<file path="config.mk">
export PLATFORM = sky130hd
export DESIGN_NAME = mem_arbiter
export DESIGN_NICKNAME = d
export VERILOG_FILES = /design/src/rtl/mem_arbiter.sv
export SDC_FILE = /design/constraint.sdc
export NUM_CORES = 1
export LEC_CHECK = 0
export CORE_ASPECT_RATIO = 1.75
export CORE_MARGIN = 4
export CORE_UTILIZATION = 46
export CTS_BUF_LIST = sky130_fd_sc_hd__clkbuf_8
export DETAILED_ROUTE_END_ITERATION = 8
export PLACE_DENSITY_LB_ADDON = 0.1
export SLEW_MARGIN = 20
export SYNTH_ARGS = -nofsm -noshare
export SYNTH_HDL_FRONTEND = slang
export SYNTH_SLANG_ARGS = --single-unit
</file>
<file path="constraint.sdc">
create_clock -name clk -period 2.4 [get_ports clk]
set_input_delay 0.36 -clock clk [delete_from_list [all_inputs] [get_ports clk]]
set_output_delay 0.36 -clock clk [all_outputs]
set_load 0.1 [all_outputs]
</file>
<file path="src/rtl/mem_arbiter.sv">
// mem_arbiter: byte-serial RAM arbiter between the instruction-fetch client
// and the load/store client.
//
// Multi-byte accesses are serialised onto an 8-bit RAM port. Reads are
// pipelined at one byte per cycle, and the RAM returns each byte one cycle
// after its address. Load/store has strict priority over fetch. Stores stall
// on io_buffer_full. Loads are sign- or zero-extended. An in-flight fetch can
// be flushed.
//
// Ports
//   clk, rst                     clock, asynchronous active-low reset
//   if_req/if_addr/if_flush      fetch request, base address, flush
//   if_valid/if_addr_out/if_data fetch completion pulse, base address, data (LE)
//   ls_req/ls_we/ls_addr         load/store request, store select, base address
//   ls_wdata/ls_len/ls_signed    store data, length (1/2/4), load sign-extend
//   ls_done/ls_rdata             load/store completion pulse, extended load data
//   mem_din/io_buffer_full       RAM read byte, RAM write back-pressure
//   mem_dout/mem_a/mem_wr        RAM write byte, address, write strobe
module mem_arbiter #(
    parameter int unsigned ADDR_W      = 32,
    parameter int unsigned FETCH_BYTES = 4
) (
    input  logic                     clk,
    input  logic                     rst,
    input  logic                     if_req,
    input  logic [ADDR_W-1:0]        if_addr,
    input  logic                     if_flush,
    output logic                     if_valid,
    output logic [ADDR_W-1:0]        if_addr_out,
    output logic [8*FETCH_BYTES-1:0] if_data,
    input  logic                     ls_req,
    input  logic                     ls_we,
    input  logic [ADDR_W-1:0]        ls_addr,
    input  logic [31:0]              ls_wdata,
    input  logic [2:0]               ls_len,
    input  logic                     ls_signed,
    output logic                     ls_done,
    output logic [31:0]              ls_rdata,
    input  logic [7:0]               mem_din,
    input  logic                     io_buffer_full,
    output logic [7:0]               mem_dout,
    output logic [ADDR_W-1:0]        mem_a,
    output logic                     mem_wr
);
    localparam int unsigned CntW   = $clog2(FETCH_BYTES + 1);
    localparam int unsigned FetchW = 8 * FETCH_BYTES;

    typedef enum logic [1:0] {StIdle, StWrite, StRead} state_e;

    state_e              state_q, state_d;
    logic [ADDR_W-1:0]   base_q, base_d;
    logic [31:0]         wdata_q, wdata_d;
    logic [CntW-1:0]     len_q, len_d;
    logic [CntW-1:0]     issue_q, issue_d;
    logic [CntW-1:0]     recv_q, recv_d;
    logic                is_fetch_q, is_fetch_d;
    logic                signed_q, signed_d;
    logic [FetchW-1:0]   buf_q, buf_d;
    logic                if_valid_q, if_valid_d;
    logic [ADDR_W-1:0]   if_addr_out_q, if_addr_out_d;
    logic [FetchW-1:0]   if_data_q, if_data_d;
    logic                ls_done_q, ls_done_d;
    logic [31:0]         ls_rdata_q, ls_rdata_d;
    logic [CntW-1:0]     ls_len_n;

    // Lengths other than 1 and 2 are treated as a full word.
    always_comb begin
        case (ls_len)
            3'd1:    ls_len_n = CntW'(1);
            3'd2:    ls_len_n = CntW'(2);
            default: ls_len_n = CntW'(4);
        endcase
    end

    always_comb begin
        state_d       = state_q;
        base_d        = base_q;
        wdata_d       = wdata_q;
        len_d         = len_q;
        issue_d       = issue_q;
        recv_d        = recv_q;
        is_fetch_d    = is_fetch_q;
        signed_d      = signed_q;
        buf_d         = buf_q;
        if_valid_d    = 1'b0;
        if_addr_out_d = if_addr_out_q;
        if_data_d     = if_data_q;
        ls_done_d     = 1'b0;
        ls_rdata_d    = ls_rdata_q;

        unique case (state_q)
            StIdle: begin
                issue_d = '0;
                recv_d  = '0;
                // A request is blocked during its own completion cycle so a
                // held level request is not served twice.
                if (ls_req && !ls_done_q) begin
                    base_d     = ls_addr;
                    wdata_d    = ls_wdata;
                    len_d      = ls_len_n;
                    signed_d   = ls_signed;
                    is_fetch_d = 1'b0;
                    state_d    = ls_we ? StWrite : StRead;
                end else if (if_req && !if_flush && !if_valid_q) begin
                    base_d     = if_addr;
                    len_d      = CntW'(FETCH_BYTES);
                    is_fetch_d = 1'b1;
                    state_d    = StRead;
                end
            end

            StWrite: begin
                if (!io_buffer_full) begin
                    if (issue_q + CntW'(1) == len_q) begin
                        state_d   = StIdle;
                        issue_d   = '0;
                        ls_done_d = 1'b1;
                    end else begin
                        issue_d = issue_q + CntW'(1);
                    end
                end
            end

            StRead: begin
                if (is_fetch_q && if_flush) begin
                    state_d = StIdle;
                    issue_d = '0;
                    recv_d  = '0;
                end else begin
                    if (issue_q != len_q) begin
                        issue_d = issue_q + CntW'(1);
                    end
                    // Byte recv_q was addressed last cycle; its data is on mem_din now.
                    if (recv_q != issue_q) begin
                        for (int unsigned b = 0; b < FETCH_BYTES; b++) begin
                            if (recv_q == CntW'(b)) begin
                                buf_d[8*b +: 8] = mem_din;
                            end
                        end
                        if (recv_q + CntW'(1) == len_q) begin
                            state_d = StIdle;
                            issue_d = '0;
                            recv_d  = '0;
                            if (is_fetch_q) begin
                                if_valid_d    = 1'b1;
                                if_data_d     = buf_d;
                                if_addr_out_d = base_q;
                            end else begin
                                ls_done_d = 1'b1;
                                case (len_q)
                                    CntW'(1): ls_rdata_d = {{24{signed_q & buf_d[7]}},
                                                            buf_d[7:0]};
                                    CntW'(2): ls_rdata_d = {{16{signed_q & buf_d[15]}},
                                                            buf_d[15:0]};
                                    default:  ls_rdata_d = buf_d[31:0];
                                endcase
                            end
                        end else begin
                            recv_d = recv_q + CntW'(1);
                        end
                    end
                end
            end

            default: state_d = StIdle;
        endcase
    end

    // RAM-side outputs depend only on state and counters (plus RAM back-pressure).
    always_comb begin
        mem_a    = '0;
        mem_dout = '0;
        mem_wr   = 1'b0;
        unique case (state_q)
            StWrite: begin
                mem_a    = base_q + ADDR_W'(issue_q);
                mem_dout = wdata_q[{issue_q[1:0], 3'b000} +: 8];
                mem_wr   = !io_buffer_full;
            end
            StRead: begin
                if (issue_q != len_q) begin
                    mem_a = base_q + ADDR_W'(issue_q);
                end
            end
            default: ;
        endcase
    end

    always_ff @(posedge clk or negedge rst) begin
        if (!rst) begin
            state_q       <= StIdle;
            base_q        <= '0;
            wdata_q       <= '0;
            len_q         <= '0;
            issue_q       <= '0;
            recv_q        <= '0;
            is_fetch_q    <= 1'b0;
            signed_q      <= 1'b0;
            buf_q         <= '0;
            if_valid_q    <= 1'b0;
            if_addr_out_q <= '0;
            if_data_q     <= '0;
            ls_done_q     <= 1'b0;
            ls_rdata_q    <= '0;
        end else begin
            state_q       <= state_d;
            base_q        <= base_d;
            wdata_q       <= wdata_d;
            len_q         <= len_d;
            issue_q       <= issue_d;
            recv_q        <= recv_d;
            is_fetch_q    <= is_fetch_d;
            signed_q      <= signed_d;
            buf_q         <= buf_d;
            if_valid_q    <= if_valid_d;
            if_addr_out_q <= if_addr_out_d;
            if_data_q     <= if_data_d;
            ls_done_q     <= ls_done_d;
            ls_rdata_q    <= ls_rdata_d;
        end
    end

    assign if_valid    = if_valid_q;
    assign if_addr_out = if_addr_out_q;
    assign if_data     = if_data_q;
    assign ls_done     = ls_done_q;
    assign ls_rdata    = ls_rdata_q;

endmodule

</file>
Word level (Yosys, flattened, before mapping). Index checks and enable logic that the tools add are counted. Widths: inputs -> output; s select.

Input bits: 115. Register bits: 207. Logic and storage cells: 115. Output and inout port bits: 139.

$add $sub $neg: 3. Equal/unequal tests: 18. Mux-type cells: 54. Bitwise operators: 4. Shift operators: 1. Reduce and logical (&&, ||, !) cells: 21.

Operators by type and width (number): $pmux 32 s2 (2); $mux 32 (3); $mux 8 (11); $mux 3 (11); $add 32x3->32 (1); $shiftx 32x6->8 (1); $mux 2 (8); $reduce_and 5->1 (3); $mux 1 (14); $eq 3x2->1 const B (4); $pmux 3 s2 (2); $eq 3x1->1 const B (3); $ne 3x3->1 const B (3); $pmux 3 s3 (1); $reduce_and 2->1 (4); $add 3x1->3 const B (2); $eq 3x3->1 (2); $ne 3x3->1 (2); $pmux 2 s3 (1); $logic_and 1x1->1 (4); $logic_not 1->1 (4); $ne 2x2->1 const B (2); $reduce_bool 2->1 (2); $logic_not 3->1 (1); 8 further kinds (10).

Longest topological paths before layout. Gate-level depths: netlist of run 1.

Depth after elaboration: 7. Gate-level depth with buffers: 11. Mapped depth without buffers: 9.

Worst setup path before layout of run 1. OpenSTA, ideal clock, no wires.

Kind: reg-to-output. Start point: reg issue_q[1]. End point: out mem_a[30]. Path buffers: 1. Cell stages (with the launch flop): 10. Path slack: -1412 ps. Required time: 2040 ps. Data arrival time: 3452 ps. Cells stage by stage: dfrtp_1 buf_1 inv_1 fa_1 nor2b_1 o21ai_0 nor3_1 nand3_1 xor2_1 nor2_1.

Longest elaborated chain between the ends: 3. Elaborated cells between the ends (all ways): 4. Those cells by class: add/sub: 1; eq/ne: 1; mux: 2.

RTL lines: start: declaration (RTL line 54) `logic [CntW-1:0] issue_q, issue_d;`; start signal: assignment (RTL line 210) `issue_q <= issue_d;`; $add 32x3->32 / $ne 3x3->1 (equally long branches) (RTL line 176, 182, 181); $mux 32 (RTL line 181) `if (issue_q != len_q) begin`; $pmux 32 s2 * (RTL line 174) `unique case (state_q)`; end: declaration (RTL line 42) `output logic [ADDR_W-1:0] mem_a,`.

Mark *: on every way between the ends. The rest lies on a longest branch, timed or not.

Worst setup path in the final report of run 1.
Start point: reg issue_q[1]. End point: out mem_a[31].

The elaborated chain is that of the path after synthesis.

==> flow_summary_export.csv, run 1 <==
group,metric,value,unit
synthesis,synth-main-ff-cell,"dfrtp_1",
setup_path,startpoint,"issue_q[1]",
floorplanning,dieWidth,119,um
setup_path,endpoint_kind,"output pin",
power_and_ir_drop,ir_drop,827,uV
setup_path,crit_path_start_kind,"flip-flop",
floorplanning,dieArea,0.0239,mm2
global_route,gr-total-overflow,0,
synthesis,synth_common_cells,"dfrtp_1, nand2_1, o21ai_0, mux2_2, mux2i_1",
detailed_routing,drt_pass1_iterations,4,
timing,clock_skew,0.0127,ns
setup_path,arrival,2.67,ns
cts,cts.path.max_buffers,3,
global_route,grt_pass1_vias,8014,
floorplanning,io_pins,254,
synthesis,synth_cells,909,
power_and_ir_drop,powerDensity,1500,mW/mm2
detailed_routing,via_count,7939,
detailed_routing,ant_nets,0,
synthesis,synthTopCellsByArea,"dfrtp_1, mux2_2, mux2i_1",
cells_and_area,fillers,1512,
synthesis,synthesis.area,0.00984,mm2
timing,fin_crit,3.03,ns
cts,cts_max_level,1,
power_and_ir_drop,p_total,22.7,mW
placed_design,dp_hpwl,20.1,mm
global_route,grt_usage,22.6,%
setup_path,crit-reg2reg-launch,"issue_q[0]",
synthesis,synthArstFlopShare,100,%
run,maxCapViolCount,0,
global_route,antenna_found_initial,1,
detailed_routing,vias_per_cell,5.24,
timing,hold_viol_final,0,
placed_design,io_buffer_count,253,
cts,cts_tree,"yes",
placed_design,gp_congestion,0.843,
cts,cts_buffers,30,
cts,cts.sinks,207,
synthesis,syn_nets,1038,
timing,setup_viol,35,
detailed_routing,drt_wl_total,28.8,mm
floorplanning,initial_core_util,47.0,%
synthesis,ys_types,49,
timing,fmax,330,MHz
synthesis,synth.ff_latch_count,207,
detailed_routing,detail_route.wl_per_cell,19.0,um
timing,drv_slew,0,
setup_path,critical_path_required,2.04,ns
floorplanning,fp.dieH,201,um
synthesis,synth_area_leader_cell,"dfrtp_1",
detailed_routing,drcViolationCount,0,
cells_and_area,final_cells,1516,
cells_and_area,fin_util,72.1,%
synthesis,synth_most_common_cell,"dfrtp_1",
synthesis,synth_area_per_cell,10.8,um2
synthesis,synth_warnings,0,
outcome,violations,"setup timing",
floorplanning,num_rows,70,
timing,post-route-period-util,126,%
setup_path,crit_type,"reg -> out",
timing,rsz0062_at_grt,"yes",
floorplanning,core,0.0209,mm2
power_and_ir_drop,leakage,6.98,nW
placed_design,dp.cells,1425,
global_route,grt_pass1_wl,43.2,mm
cts,clkLatencyLatePin,0.57,ns
hold_path,min_path_type,"in -> async",
cells_and_area,area_growth,53.5,%
synthesis,synth-seq-area-share,52.7,%
timing,slew_headroom,54.9,%
timing,worst_pin_slew,0.676,ns
timing,fin_ws,-0.627,ns
synthesis,synth_top_cell_area_share,52.7,%
outcome,status,"finished with violations",
cells_and_area,nets,1370,
cells_and_area,drive_above_1_share,38.5,%
cts,clkTransAtPathRegs,0.07,ns
cts,cts-root-buf,"clkbuf_8",
global_route,grt_max_degree,76,
detailed_routing,initialDrtViolationCount,404,
setup_path,critPathMaxFanout,8,
synthesis,synth_enable_flop_cells,0,
-- sequential cells by signal, indices dropped and copies added (netlist names), 2 cells and up --
name and cells:
base_q 32, ls_rdata 32, if_addr_out 32, if_data 32, wdata_q 32, buf_q 32
recv_q 3, len_q 3, state_q 2, issue_q 3
-- layout by cell type, fill, tap and decap left out, types with 5 or more instances in the layout --
master             n
clkbuf_8          40
xnor2_2            6
buf_4            158
and2_4             8
mux4_2             8
mux2_2            74
mux2_4             6
xor2_2            15
clkinv_2           6
o21ai_0          101
nor2_4            31
inv_1             37
nor2_1            32
clkdlybuf4s50_1  113
ha_1               7
buf_12            57
a21oi_1           45
dfrtp_1          207
nand2_1          113
buf_6             14
xor2_1            10
clkbuf_16          5
mux2i_1           67
nand3_2            6
-- worst max-delay path, cell delays in order (launching register included) --
cell and delay [ns]:
dfrtp_1 0.40, ha_1 0.28, a21o_1 0.11, a21o_1 0.16, nor3b_4 0.32, nand2_4 0.13, or3_4 0.35, a21oi_4 0.17
buf_12 0.19
-- area by class of cell --
| type | instances | area (um2) | area share (%) |
|---|---|---|---|
| Timing Repair Buffer | 349 | 3760 | 24.9 |
| Clock buffer | 39 | 537 | 3.56 |
| Inverter | 31 | 116 | 0.771 |
| Antenna cell | 1 | 2.50 | 0.0166 |
| Multi-Input combinational cell | 622 | 5060 | 33.5 |
| Tap cell | 252 | 315 | 2.09 |
| Sequential cell | 207 | 5180 | 34.3 |
| Clock inverter | 15 | 116 | 0.771 |
-- logic make-up (layout without fill, tap and decap cells) --
| group | count (synthesis) | count (layout) | share of synthesized area, % |
|---|---|---|---|
| and+or+nand+nor | 247 | 247 | 11.8 |
| AOI/OAI and AO/OA | 169 | 169 | 8.96 |
| other | 0 | 1 | 0 |
| muxes | 155 | 155 | 17.8 |
| xor gates and xnor gates | 37 | 37 | 3.29 |
| adders and majority gates | 14 | 14 | 1.86 |
| buffers and inverters | 80 | 434 | 3.64 |
| DFF | 207 | 207 | 52.7 |
-- through the flow --
stage / instance area (um2) / setup TNS, ns / setup WS (ns) / hold WS (ns)
after CTS: 14600 / -17.72 / -0.667 / 0.365
after global placement: 13600 / -0.477 / -0.141 / 0.442
after global routing: 15100 / -20.62 / -0.735 / 0.397
final: 15100 / -16.55 / -0.627 / 0.390
after detailed placement: 13600 / -1.17 / -0.194 / 0.448
after floorplan: 10200 / -4.15 / -0.322 / 0.0644
-- layer usage --
| layer | part of all wire [%] | up-vias | track usage (%) | wire length, um |
|---|---|---|---|---|
| met1 | 35 | 3902 | 24.4 | 10200 |
| met5 | 0 | - | 0 | 0 |
| met4 | 3.3 | 0 | 9.12 | 958 |
| met3 | 5.6 | 42 | 4.89 | 1610 |
| met2 | 56 | 223 | 42.3 | 16000 |
| li1 | - | 3772 | - | - |
-- worst paths after layout --
path,endpoint,slack (ns),cells after the start
max,mem_a[31],-0.63,8
min,if_data[6],0.39,2
max reg2reg,if_addr_out[11],0.06,11
min reg2reg,ls_rdata[27],0.48,2
max in group asynchronous,ls_rdata[18],1.24,3
min in group clk,wdata_q[5],0.40,2
-- timing repair --
| item | CTS | global route |
|---|---|---|
| resized for setup | 62 | 39 |
| setup endpoints to repair | 40 | 127 |
| gates cloned | 0 | 7 |
| hold endpoints to repair | 69 | 0 |
| pin swaps | 33 | 34 |
| hold buffers | 1 | 0 |
| setup buffers | 12 | 19 |
-- power by group --
| group | internal [mW] | switching, mW | leakage, nW |
|---|---|---|---|
| clock network | 1.67 | 1.35 | 0.369 |
| registers | 4.91 | 0.900 | 2.55 |
| logic | 4.51 | 9.36 | 4.06 |
(Power assumes the default switching activity.)
==> run 2: changes to the inputs <==
--- a/config.mk
+++ b/config.mk
@@ -9,6 +9,7 @@
 export CORE_MARGIN = 4
 export CORE_UTILIZATION = 46
 export CTS_BUF_LIST = sky130_fd_sc_hd__clkbuf_8
+export CTS_CLUSTER_DIAMETER = 40
 export DETAILED_ROUTE_END_ITERATION = 8
 export PLACE_DENSITY_LB_ADDON = 0.1
 export SLEW_MARGIN = 20
==> run 2 against run 1 <==
Against the previous run: the run still ends with setup timing left; largest cell class unchanged; sequential cell count did not move; largest power group unchanged; critical path type unchanged; critical endpoint unchanged; wire length fell by 2.2%; register-to-register slack improved by 0.07 ns.
==> flow_summary_export.csv, run 2 (same netlist as run 1, synthesis figures left out) <==
group,metric,value,unit
power_and_ir_drop,switchingPower,11.5,mW
detailed_routing,detail_route.wl_per_cell,18.7,um
setup_path,reg2reg_depth,9,
cts,cts.sinks,207,
floorplanning,core,0.0209,mm2
cells_and_area,fin_util,71.0,%
timing,fin_tns_setup,-16.61,ns
timing,post-route-period-util,128,%
timing,rsz0062_at_grt,"yes",
outcome,status,"finished with violations",
setup_path,max_stage_delay,0.40,ns
floorplanning,dieArea,0.0239,mm2
setup_path,arrival,2.70,ns
setup_path,crit_type,"reg -> out",
timing,slew_headroom,55.5,%
global_route,gr-total-overflow,0,
detailed_routing,drcViolationCount,0,
power_and_ir_drop,leakage,6.86,nW
timing,fin_crit,3.06,ns
hold_path,min_path_type,"in -> async",
setup_path,crit_path_start_kind,"flip-flop",
cells_and_area,drive_above_1_share,36.8,%
timing,hold_ws,0.399,ns
timing,fin_ws,-0.661,ns
setup_path,critPathSlowestCell,"dfrtp_1",
power_and_ir_drop,power_frac_clock,13.5,%
setup_path,critPathMaxFanout,8,
power_and_ir_drop,powerDensity,1510,mW/mm2
setup_path,critPathBufInv,1,
placed_design,dp_hpwl,20.1,mm
cts,cts.path.max_buffers,3,
global_route,grt_pass1_vias,8003,
global_route,antenna_found_initial,1,
detailed_routing,drt_pass1_iterations,5,
floorplanning,initial_core_util,47.0,%
detailed_routing,via_count,7839,
setup_path,reg2reg_to,"if_addr_out[9]",
timing,fmax,327,MHz
global_route,grt_usage,22.5,%
timing,hold_viol_final,0,
power_and_ir_drop,p_total,22.4,mW
global_route,grt_max_degree,76,
setup_path,cp.depth,8,
setup_path,cp_common_cell,"a21o_1",
power_and_ir_drop,internal_power,10.9,mW
floorplanning,fp.dieH,201,um
cells_and_area,fillers,1551,
timing,drv_slew,0,
cells_and_area,final_common_cell,"dfrtp_1",
setup_path,endpoint_kind,"output pin",
setup_path,crit-reg2reg-launch,"recv_q[0]",
power_and_ir_drop,seq_power_share,25.9,%
power_and_ir_drop,comb_power_share,60.7,%
global_route,grt_pass1_wl,42.9,mm
setup_path,worstPathCellList,"ha_1 -> a21o_1 -> a21o_1 -> nor3b_4 -> nand2_4 -> or3_4 -> a21oi_4 -> buf_12",
setup_path,cp-endpoint,"mem_a[31]",
setup_path,startpoint,"issue_q[1]",
cts,cts-root-buf,"clkbuf_8",
cells_and_area,final_cell_mix,"dfrtp_1, buf_4, nand2_1, clkdlybuf4s50_1, o21ai_0",
power_and_ir_drop,switching_share,51.4,%
power_and_ir_drop,ir_drop,827,uV
floorplanning,dieWidth,119,um
cts,cts_buffers,31,
timing,setup_viol,32,
cts,cts_max_level,1,
cts,cts_tree,"yes",
timing,clock_skew,0.0113,ns
detailed_routing,initialDrtViolationCount,391,
setup_path,cp_top_family,"simple AND/OR/NAND/NOR gates",
floorplanning,io_pins,254,
outcome,violations,"setup timing",
floorplanning,num_rows,70,
cts,clkLatencyLatePin,0.56,ns
detailed_routing,ant_nets,0,
cts,clkTransAtPathRegs,0.07,ns
cells_and_area,nets,1361,
timing,worst_pin_slew,0.668,ns
run,maxCapViolCount,0,
cells_and_area,area_growth,51.2,%
detailed_routing,vias_per_cell,5.21,
detailed_routing,drt_wl_total,28.2,mm
placed_design,gp_congestion,0.843,
setup_path,rrSetupSlack,0.13,ns
setup_path,critical_path_required,2.04,ns
placed_design,io_buffer_count,253,
run 2: worst register-to-register path, cell delays in order, from the launching register on:
cell       delay [ns]
dfrtp_1          0.42
ha_2             0.22
ha_4             0.27
xor2_1           0.15
nand3_1          0.14
nor2_4           0.17
nand4b_4         0.13
buf_12           0.17
clkbuf_16        0.20
mux2_2           0.28
run 2: stage by stage:
step | cell area [um2] | instances | setup slack, ns
6_report | 14900 | 1506 | -0.661
2_1_floorplan | 10200 | 909 | -0.322
4_1_cts | 14500 | 1487 | -0.656
5_1_grt | 14900 | 1506 | -0.761
3_3_place_gp | 13600 | 1425 | -0.141
3_5_place_dp | 13600 | 1425 | -0.194
run 2: worst min-delay path by stage:
stage               cells after the start          from           to  slack (ns)
finish                                  2           rst   if_data[6]        0.40
global route                            2   ls_wdata[3]   wdata_q[3]        0.39
CTS                                     2  ls_wdata[10]  wdata_q[10]        0.37
detailed placement                      1           rst   if_data[6]        0.45
global placement                        1           rst   if_data[6]        0.44
floorplan                               0           rst    base_q[0]        0.06
run 2: area by class of cell:
type	instances	area (um2)	share of cell area, %
sequential	207	5180	34.8
multi-input combinational	622	4960	33.4
timing repair buffer	339	3640	24.5
clock buffer	38	523	3.52
tap	252	315	2.12
clock inverter	16	130	0.875
inverter	31	116	0.783
antenna	1	2.50	0.0168
run 2: layer usage:
metal	global-route usage, %	wire length (um)
met5	0	0
met4	9.37	1030
met3	4.98	1650
met1	24.0	9920
met2	42.0	15600
run 2: timing repair:
item                                   CTS  global route
endpoints found under the hold margin   69             0
buffers inserted                         7            13
gates cloned                             0             5
hold buffers                             1             0
gates resized for setup                 40            25
pin swaps                               32            20
setup endpoints to repair               40           124
run 2: power groups by stage:
stage	clock, mW	sequential (mW)	combinational (mW)
2_1_floorplan	0	9.93	5.15
3_3_place_gp	0	5.77	13.1
3_5_place_dp	0	5.83	13.3
4_1_cts	3.12	5.79	13.5
5_1_grt	3.26	6.00	14.3
6_report	3.03	5.80	13.6
==> run 3: changes to the inputs <==
--- a/config.mk
+++ b/config.mk
@@ -10,8 +10,11 @@
 export CORE_UTILIZATION = 46
 export CTS_BUF_LIST = sky130_fd_sc_hd__clkbuf_8
 export CTS_CLUSTER_DIAMETER = 40
+export CTS_CLUSTER_SIZE = 28
 export DETAILED_ROUTE_END_ITERATION = 8
 export PLACE_DENSITY_LB_ADDON = 0.1
+export REMOVE_ABC_BUFFERS = 1
+export SKIP_LAST_GASP = 1
 export SLEW_MARGIN = 20
 export SYNTH_ARGS = -nofsm -noshare
 export SYNTH_HDL_FRONTEND = slang
==> run 3 against run 2 <==
Against the previous run: the run still ends with setup timing left; sequential cell count unchanged; critical path depth grew 4; clock power shrank 15%; first-iteration DRC count decreased by 18%; critical path type unchanged; highest routed layer unchanged.
==> flow_summary_export.csv, run 3 (same netlist as run 1, synthesis figures left out) <==
group,metric,value,unit
outcome,status,"finished with violations",
outcome,violations,"setup timing",
placed_design,dp_hpwl,19.2,mm
cells_and_area,multi_input_comb_area,0.00486,mm2
cts,cts-root-buf,"clkbuf_8",
run,maxCapViolCount,0,
timing,fin_tns_setup,-18.05,ns
cells_and_area,drive_above_1_share,37.8,%
setup_path,critical_path_required,2.04,ns
floorplanning,num_rows,70,
setup_path,worstPathCellList,"ha_2 -> inv_2 -> fa_2 -> nor2b_2 -> o21ai_1 -> buf_4 -> nor3_2 -> buf_4 -> nand3_4 -> xor2_1 -> nor2_1 -> buf_12",
global_route,grt_usage,22.4,%
detailed_routing,drcViolationCount,0,
global_route,grt_max_degree,69,
hold_path,min_path_type,"in -> async",
placed_design,gp_congestion,0.836,
cts,clkLatencyLatePin,0.55,ns
detailed_routing,drt_wl_total,28.9,mm
setup_path,critPathMaxFanout,4,
cts,cts.path.max_buffers,3,
cts,cts_buffers,22,
timing,slew_headroom,53.2,%
timing,fin_crit,3.10,ns
detailed_routing,vias_per_cell,5.24,
cells_and_area,register_area,0.00518,mm2
floorplanning,core,0.0209,mm2
setup_path,reg2reg_depth,11,
setup_path,crit-reg2reg-launch,"issue_q[0]",
cts,cts_tree,"yes",
cts,clkTransAtPathRegs,0.11,ns
global_route,antenna_found_initial,0,
floorplanning,dieArea,0.0239,mm2
global_route,grt_pass1_vias,8119,
cells_and_area,fillers,1593,
placed_design,dp.cells,1425,
global_route,gr-total-overflow,0,
setup_path,crit_type,"reg -> out",
setup_path,max_stage_delay,0.37,ns
timing,fin_ws,-0.704,ns
detailed_routing,detail_route.wl_per_cell,19.1,um
placed_design,io_buffer_count,253,
timing,setup_viol,42,
setup_path,critPathBufInv,4,
power_and_ir_drop,leakage,6.88,nW
timing,fmax,322,MHz
floorplanning,fp.dieH,201,um
setup_path,cp_top_family,"buffers and inverters",
timing,worst_pin_slew,0.702,ns
setup_path,arrival,2.74,ns
timing,hold_viol_final,0,
detailed_routing,via_count,7903,
detailed_routing,drt_pass1_iterations,6,
power_and_ir_drop,ir_drop,989,uV
cells_and_area,n_antenna_cell,0,
detailed_routing,ant_nets,0,
setup_path,cp.depth,12,
cells_and_area,final_cells,1509,
detailed_routing,initialDrtViolationCount,321,
timing,post-route-period-util,129,%
cells_and_area,final_cell_mix,"dfrtp_1, buf_4, nand2_1, clkdlybuf4s50_1, o21ai_0",
setup_path,critPathSlowestCell,"dfrtp_1",
cells_and_area,area_growth,50.9,%
cts,cts_max_level,1,
timing,rsz0062_at_grt,"yes",
cts,cts.sinks,207,
global_route,grt_pass1_wl,43.1,mm
cells_and_area,final_common_cell,"dfrtp_1",
setup_path,rrSetupSlack,-0.02,ns
floorplanning,dieWidth,119,um
setup_path,endpoint_kind,"output pin",
floorplanning,io_pins,254,
setup_path,reg2reg_to,"if_addr_out[11]",
floorplanning,initial_core_util,47.0,%
timing,clock_skew,0.0318,ns
setup_path,crit_path_start_kind,"flip-flop",
setup_path,cp_common_cell,"buf_4",
cells_and_area,nets,1370,
timing,drv_slew,0,
placed_design,place_ws,-0.298,ns
power_and_ir_drop,powerDensity,1480,mW/mm2
==> run 3: changes by cell type in the layout (fill, tap and decap cells not counted), moves of 6 or more <==
cell | previous run | this run
and2_1 | 11 | 3
and2_4 | 0 | 8
buf_4 | 155 | 163
buf_6 | 9 | 16
clkbuf_8 | 39 | 24
inv_1 | 37 | 30
inv_8 | 0 | 6
mux2_2 | 80 | 66
mux2_4 | 0 | 14
nor2_2 | 0 | 19
nor2_4 | 31 | 10
xor2_1 | 11 | 18
xor2_2 | 15 | 6
==> run 3: per-stage QoR <==
| step | instance area, um2 | utilization [%] | power (mW) | hold WS (ns) |
|---|---|---|---|---|
| floorplan | 9590 | - | 14.5 | 0.0644 |
| global placement | 13200 | 63.1 | 18.2 | 0.396 |
| detailed placement | 13200 | 63.1 | 18.4 | 0.399 |
| CTS | 14200 | 67.8 | 21.7 | 0.367 |
| global route | 14800 | 70.9 | 23.0 | 0.380 |
| finish | 14800 | 70.9 | 21.9 | 0.372 |
==> run 3: worst max-delay path by stage <==
stage	startpoint	endpoint
after floorplan	ls_done	len_q[1]
after global placement	base_q[0]	mem_a[26]
after detailed placement	base_q[0]	mem_a[30]
after CTS	base_q[0]	mem_a[16]
after global routing	base_q[0]	mem_a[26]
final	issue_q[0]	mem_a[26]
==> run 3: layout make-up <==
type	count	area share (%)
clock buffer	23	2.13
clock inverter	17	1.34
inverter	31	0.784
multi-input combinational	622	32.8
sequential	207	34.9
tap	252	2.12
timing repair buffer	357	25.9
==> run 3: worst register-to-register path: stages (launching register included) <==
cell and delay, ns:
dfrtp_1 0.40, buf_4 0.15, buf_12 0.14, buf_16 0.14, buf_6 0.13, xor2_2 0.17
nor3_2 0.28, nor2_4 0.09, nand4b_4 0.13, buf_12 0.16, clkbuf_16 0.18, mux2_2 0.34
==> run 3: timing repair <==
item / CTS / global route
hold buffers: 1 / 0
cloned: 4 / 7
setup buffers: 14 / 26
pin swaps: 34 / 38
endpoints found under the hold margin: 61 / 0
setup endpoints to repair: 40 / 178
resized for setup: 76 / 97
==> run 3: routing by layer <==
layer	routed length [um]	track usage, %
met1	9990	23.4
met2	16300	43.2
met3	1560	4.89
met4	995	8.29
met5	0	0
==> run 3: report_power, final <==
| group | leakage [nW] | internal (mW) | switching [mW] | total (mW) |
|---|---|---|---|---|
| logic | 4.08 | 4.35 | 9.20 | 13.6 |
| clock network | 0.256 | 1.05 | 1.52 | 2.57 |
| registers | 2.54 | 4.89 | 0.881 | 5.77 |
| total | 6.88 | 10.3 | 11.6 | 21.9 |
